<file path="src/rtl/u_lsu_store_rmw_unit.sv">
// Store read-modify-write unit: merges SB/SH/SW data into a 128-bit Dmem line
// that has no byte enables, one store at a time.
module u_lsu_store_rmw_unit #(
  parameter int unsigned ADDR_W = 16,
  parameter int unsigned LINE_W = 128,
  parameter int unsigned DATA_W = 32
) (
  input  logic              clk,
  input  logic              rst,
  input  logic              st_valid,
  output logic              st_ready,
  input  logic              sb,
  input  logic              sh,
  input  logic              sw,
  input  logic [ADDR_W-1:0] addr,
  input  logic [DATA_W-1:0] st_data,
  output logic              dmem_rd_en,
  output logic [ADDR_W-5:0] dmem_addr,
  input  logic [LINE_W-1:0] dmem_rd_data,
  output logic              dmem_wr_en,
  output logic [LINE_W-1:0] dmem_wr_data,
  output logic              st_done,
  output logic              st_misaligned
);

  typedef enum logic [2:0] {
    StIdle,
    StRd,
    StMrg,
    StWr,
    StErr
  } state_e;

  state_e              state_q, state_d;
  logic [ADDR_W-1:0]   addr_q;
  logic [DATA_W-1:0]   data_q;
  logic                sb_q, sh_q, sw_q;
  logic [LINE_W-1:0]   line_q, line_d;
  logic [1:0]          flag_cnt;
  logic                fault;
  logic                accept;

  assign accept = (state_q == StIdle) && st_valid;

  always_comb begin
    flag_cnt = {1'b0, sb} + {1'b0, sh} + {1'b0, sw};
    fault    = (flag_cnt != 2'd1) | (sh & addr[0]) | (sw & (addr[1:0] != 2'b00));
  end

  always_comb begin
    state_d = state_q;
    case (state_q)
      StIdle:  if (st_valid) state_d = fault ? StErr : StRd;
      StRd:    state_d = StMrg;
      StMrg:   state_d = StWr;
      StWr:    state_d = StIdle;
      StErr:   state_d = StIdle;
      default: state_d = StIdle;
    endcase
  end

  // Only correctly sized, aligned stores reach MRG, so at most one flag is set here.
  always_comb begin
    line_d = dmem_rd_data;
    if (sb_q) begin
      line_d[{addr_q[3:0], 3'b000} +: 8] = data_q[7:0];
    end else if (sh_q) begin
      line_d[{addr_q[3:1], 4'b0000} +: 16] = data_q[15:0];
    end else if (sw_q) begin
      line_d[{addr_q[3:2], 5'b00000} +: 32] = data_q[31:0];
    end
  end

  always_ff @(posedge clk) begin
    if (rst) begin
      state_q <= StIdle;
      addr_q  <= '0;
      data_q  <= '0;
      sb_q    <= 1'b0;
      sh_q    <= 1'b0;
      sw_q    <= 1'b0;
      line_q  <= '0;
    end else begin
      state_q <= state_d;
      if (accept) begin
        addr_q <= addr;
        data_q <= st_data;
        sb_q   <= sb;
        sh_q   <= sh;
        sw_q   <= sw;
      end
      if (state_q == StMrg) begin
        line_q <= line_d;
      end
    end
  end

  always_comb begin
    st_ready      = (state_q == StIdle);
    dmem_rd_en    = (state_q == StRd);
    dmem_wr_en    = (state_q == StWr);
    st_done       = (state_q == StWr) || (state_q == StErr);
    st_misaligned = (state_q == StErr);
    dmem_addr     = '0;
    dmem_wr_data  = '0;
    if ((state_q == StRd) || (state_q == StMrg) || (state_q == StWr)) begin
      dmem_addr = addr_q[ADDR_W-1:4];
    end
    if (state_q == StWr) begin
      dmem_wr_data = line_q;
    end
  end

endmodule

</file>
<file path="config.mk">
export PLATFORM = sky130hd
export DESIGN_NAME = u_lsu_store_rmw_unit
export DESIGN_NICKNAME = d
export VERILOG_FILES = /design/src/rtl/u_lsu_store_rmw_unit.sv
export SDC_FILE = /design/constraint.sdc
export NUM_CORES = 1
export LEC_CHECK = 0
export CAP_MARGIN = 20
export CORE_ASPECT_RATIO = 1.75
export CORE_MARGIN = 3
export CORE_UTILIZATION = 40
export CTS_CLUSTER_DIAMETER = 100
export DETAILED_ROUTE_END_ITERATION = 8
export GPL_TIMING_DRIVEN = 0
export PLACE_DENSITY_LB_ADDON = 0.12
export SETUP_SLACK_MARGIN = 0.4
export SLEW_MARGIN = 15
export SYNTH_ARGS = -nofsm -noshare
export SYNTH_HDL_FRONTEND = slang
export SYNTH_SLANG_ARGS = --single-unit
</file>
<file path="constraint.sdc">
create_clock -name clk -period 9.32 [get_ports clk]
set_input_delay 0.932 -clock clk [delete_from_list [all_inputs] [get_ports clk]]
set_output_delay 0.932 -clock clk [all_outputs]
set_load 0.02 [all_outputs]
</file>
==> results.yml <==
placed_design:
  routabilityCongestion: 1.02
  dp.final_hpwl_um: 60500
  numPortBuffers: 326
timing:
  setup_viol: 0
  finalHoldViolCount: 0
  slew_viol_final: 0
  fmax_mhz: 211
  slew_headroom_pct: 13.1
  fin_worst_skew_ns: 0.0123
  layout_min_cycle_time_ns: 4.74
  fin_crit_sh_pct: 50.9
  worst_pin_slew_ns: 1.30
  finalSetupTns_ns: 0
  rsz0062_at_grt: "false"
cts:
  clockBufferDepth: 2
  cts_resized: 0
  cts-root-buf: "clkbuf_16"
  cts_hold_buf: 0
  path_clk_slew_ns: 0.08
  clk_latency_ns: 0.48
  cts_buffers: 17
  h-tree-depth: 4
  cts_setup_buffers: 0
  clkSinkCount: 182
  cts_tree: "built"
pwr:
  intPower_mw: 1.40
  p_comb_share_pct: 28.7
  p_per_area_mw_per_mm2: 123
  swShare_pct: 38.1
  pwr-share-clk_pct: 34.0
  vdd_drop_max_v: 0.000124
  cellLeakagePower_nw: 5.60
  power_frac_seq_pct: 37.4
  finalPower_mw: 2.26
  switching_power_mw: 0.861
logic_synthesis:
  synth_top_family_by_area: "compound AO/OA/AOI/OAI gates"
  synth_xor_area_share_pct: 0.307
  synth_fp_nets: 2021
  ys.flop_type: "dfxtp_1"
  synth-edff-count: 0
  synth_mux_area_share_pct: 7.66
  async_flop_share_pct: 0
  synth_compound_area_share_pct: 32.3
  ys_ff_latch: 182
  synth_simple_gate_area_share_pct: 25.1
  synthAdderAreaFrac_pct: 1.41
  netlist_instances: 1824
  synth_cell_type_count: 61
  avgSynthCellArea_um2: 7.59
  ys_warn_count: 0
  syn_area_mm2: 0.0138
  ys_seq_area_share_pct: 26.3
worst_setup_path:
  arrival_ns: 3.81
  worstPathCellList: "clkbuf_1 > and3b_1 > clkbuf_1 > clkbuf_1 > and2_1 > clkdlybuf4s50_1"
  required_ns: 8.39
  rr_endpoint: "line_q[32]"
  cp-end-kind: "primary output"
  cpMostUsedCell: "clkbuf_1"
  worst_r2r_path_depth: 12
  crit_buf_inv: 4
  r2r_start: "addr_q[1]"
  critPathSlowestCell: "clkbuf_1"
  crit_path_max_incr_delay_ns: 0.69
  r2r_setup_slack_ns: 4.71
  startpoint_type: "flop"
  cp_max_fo: 10
  crit_type: "reg2out"
  critical-path-top-delay-family: "buffers and inverters"
routing:
  antenna_left: 0
  first_pass_iters: 7
  first_iter_violations: 2181
  drc: 0
  drt-vias-per-instance: 6.72
  routedWlPerCell_um: 30.1
  wl_um: 79600
  dr_total_vias: 17800
global_route:
  grt_pass1_wl_um: 113000
  grt_max_degree: 19
  grt_use_total_pct: 41.2
  antenna_found_initial: 5
  overflow: 0
  grt_pass1_vias: 17400
worst_hold_path:
  worstHoldStart: "addr_q[15]"
  hold_end: "addr_q[15]"
  hold_path_class: "reg2reg"
  hold_depth: 2
layout:
  drive_above_1_share_pct: 6.04
  nets: 2369
  layout_commonest_cell: "nand2_1"
  syn2layout_area_growth_pct: 32.2
  layout_common_cells: "nand2_1, clkdlybuf4s50_1, clkbuf_1"
floorplan:
  die-height_um: 252
  rows: 89
  ios: 327
  start_util_pct: 40.8
  coreArea_mm2: 0.0340
  fp.dieW_um: 147
  die_area_mm2: 0.0370
run:
  cap_violations: 0
status:
  status: "finished, final reports clean"
==> cell families (layout without fill, tap and decap cells) <==
logic type | count (synthesis) | count (layout)
AOI/OAI and AO/OA | 603 | 603
xor gates and xnor gates | 4 | 4
adders and majority gates | 15 | 15
buffers and inverters | 239 | 600
DFF | 182 | 182
muxes | 96 | 96
other | 0 | 2
and+or+nand+nor | 685 | 685
==> per-stage QoR <==
| step | util, % | cells | hold WS (ns) | setup slack (ns) | cell area, um^2 |
|---|---|---|---|---|---|
| floorplan | - | 1824 | 0.432 | 5.90 | 13800 |
| global placement | 52.1 | 2605 | 0.440 | 4.93 | 17700 |
| detailed placement | 52.1 | 2607 | 0.444 | 4.89 | 17700 |
| CTS | 53.8 | 2639 | 0.454 | 4.65 | 18300 |
| global route | 53.9 | 2640 | 0.475 | 4.51 | 18300 |
| finish | 53.9 | 2642 | 0.452 | 4.58 | 18300 |
==> layer usage <==
metal	share of wire, %	vias to the layer above	global-route usage, %
met2	47	1289	69.4
li1	-	7592	-
met5	0	-	0
met4	11	0	37.7
met1	32	8416	41.6
met3	9.4	464	10.1
==> worst max-delay path by stage <==
stage	from	endpoint	slack, ns	cells past startpoint
CTS	state_q[0]	dmem_wr_data[111]	4.65	6
floorplan	addr_q[1]	line_q[70]	5.90	12
global placement	addr_q[1]	line_q[71]	4.93	10
finish	state_q[0]	dmem_wr_data[111]	4.58	6
detailed placement	addr_q[1]	line_q[32]	4.89	12
global route	state_q[0]	dmem_wr_data[111]	4.51	6
==> tightest hold or removal path: stages (launching register included) <==
cell	delay (ns)
dfxtp_1	0.31
nand2_1	0.05
a21oi_1	0.05
==> cell type report <==
class / count / area, um^2
diodes: 2 / 5.00
plain buffers: 231 / 931
clock buffers: 19 / 453
clock inverters: 13 / 136
fillers: 3357 / 15700
inverters: 8 / 30.0
multi-input cells: 1403 / 9260
flip-flops and latches: 182 / 3640
well taps: 455 / 569
repair buffers: 329 / 3280
==> registers in the layout, summed over array words and instances, names as in the netlist <==
register and flops:
sh_q 1, sw_q 1, data_q 32, sb_q 1, state_q 3, line_q 128
addr_q 16
==> synthesized netlist by cell type, types with 26 or more instances <==
cell type,n,area share [%]
dfxtp_1,182,26
nand2_1,336,9.1
a32oi_1,56,3.5
a211o_1,56,3.5
or3_1,32,1.4
nor4_1,33,1.5
a21oi_1,103,3.7
nor2_1,35,0.95
mux2_1,33,2.7
nand3_1,26,0.94
and2_1,164,7.4
clkbuf_1,191,5.2
buf_2,26,0.94
a31oi_1,104,4.7
o31a_1,48,3.0
a221oi_1,142,9.0
mux2_2,47,3.8
==> power groups by stage <==
stage / Combinational, mW / Sequential [mW] / Clock (mW)
floorplan: 0.335 / 0.841 / 0
global placement: 0.606 / 0.859 / 0
detailed placement: 0.615 / 0.859 / 0
CTS: 0.617 / 0.841 / 0.761
global route: 0.669 / 0.844 / 0.791
finish: 0.647 / 0.843 / 0.766
Note: power is estimated with default switching activity, not from simulation.
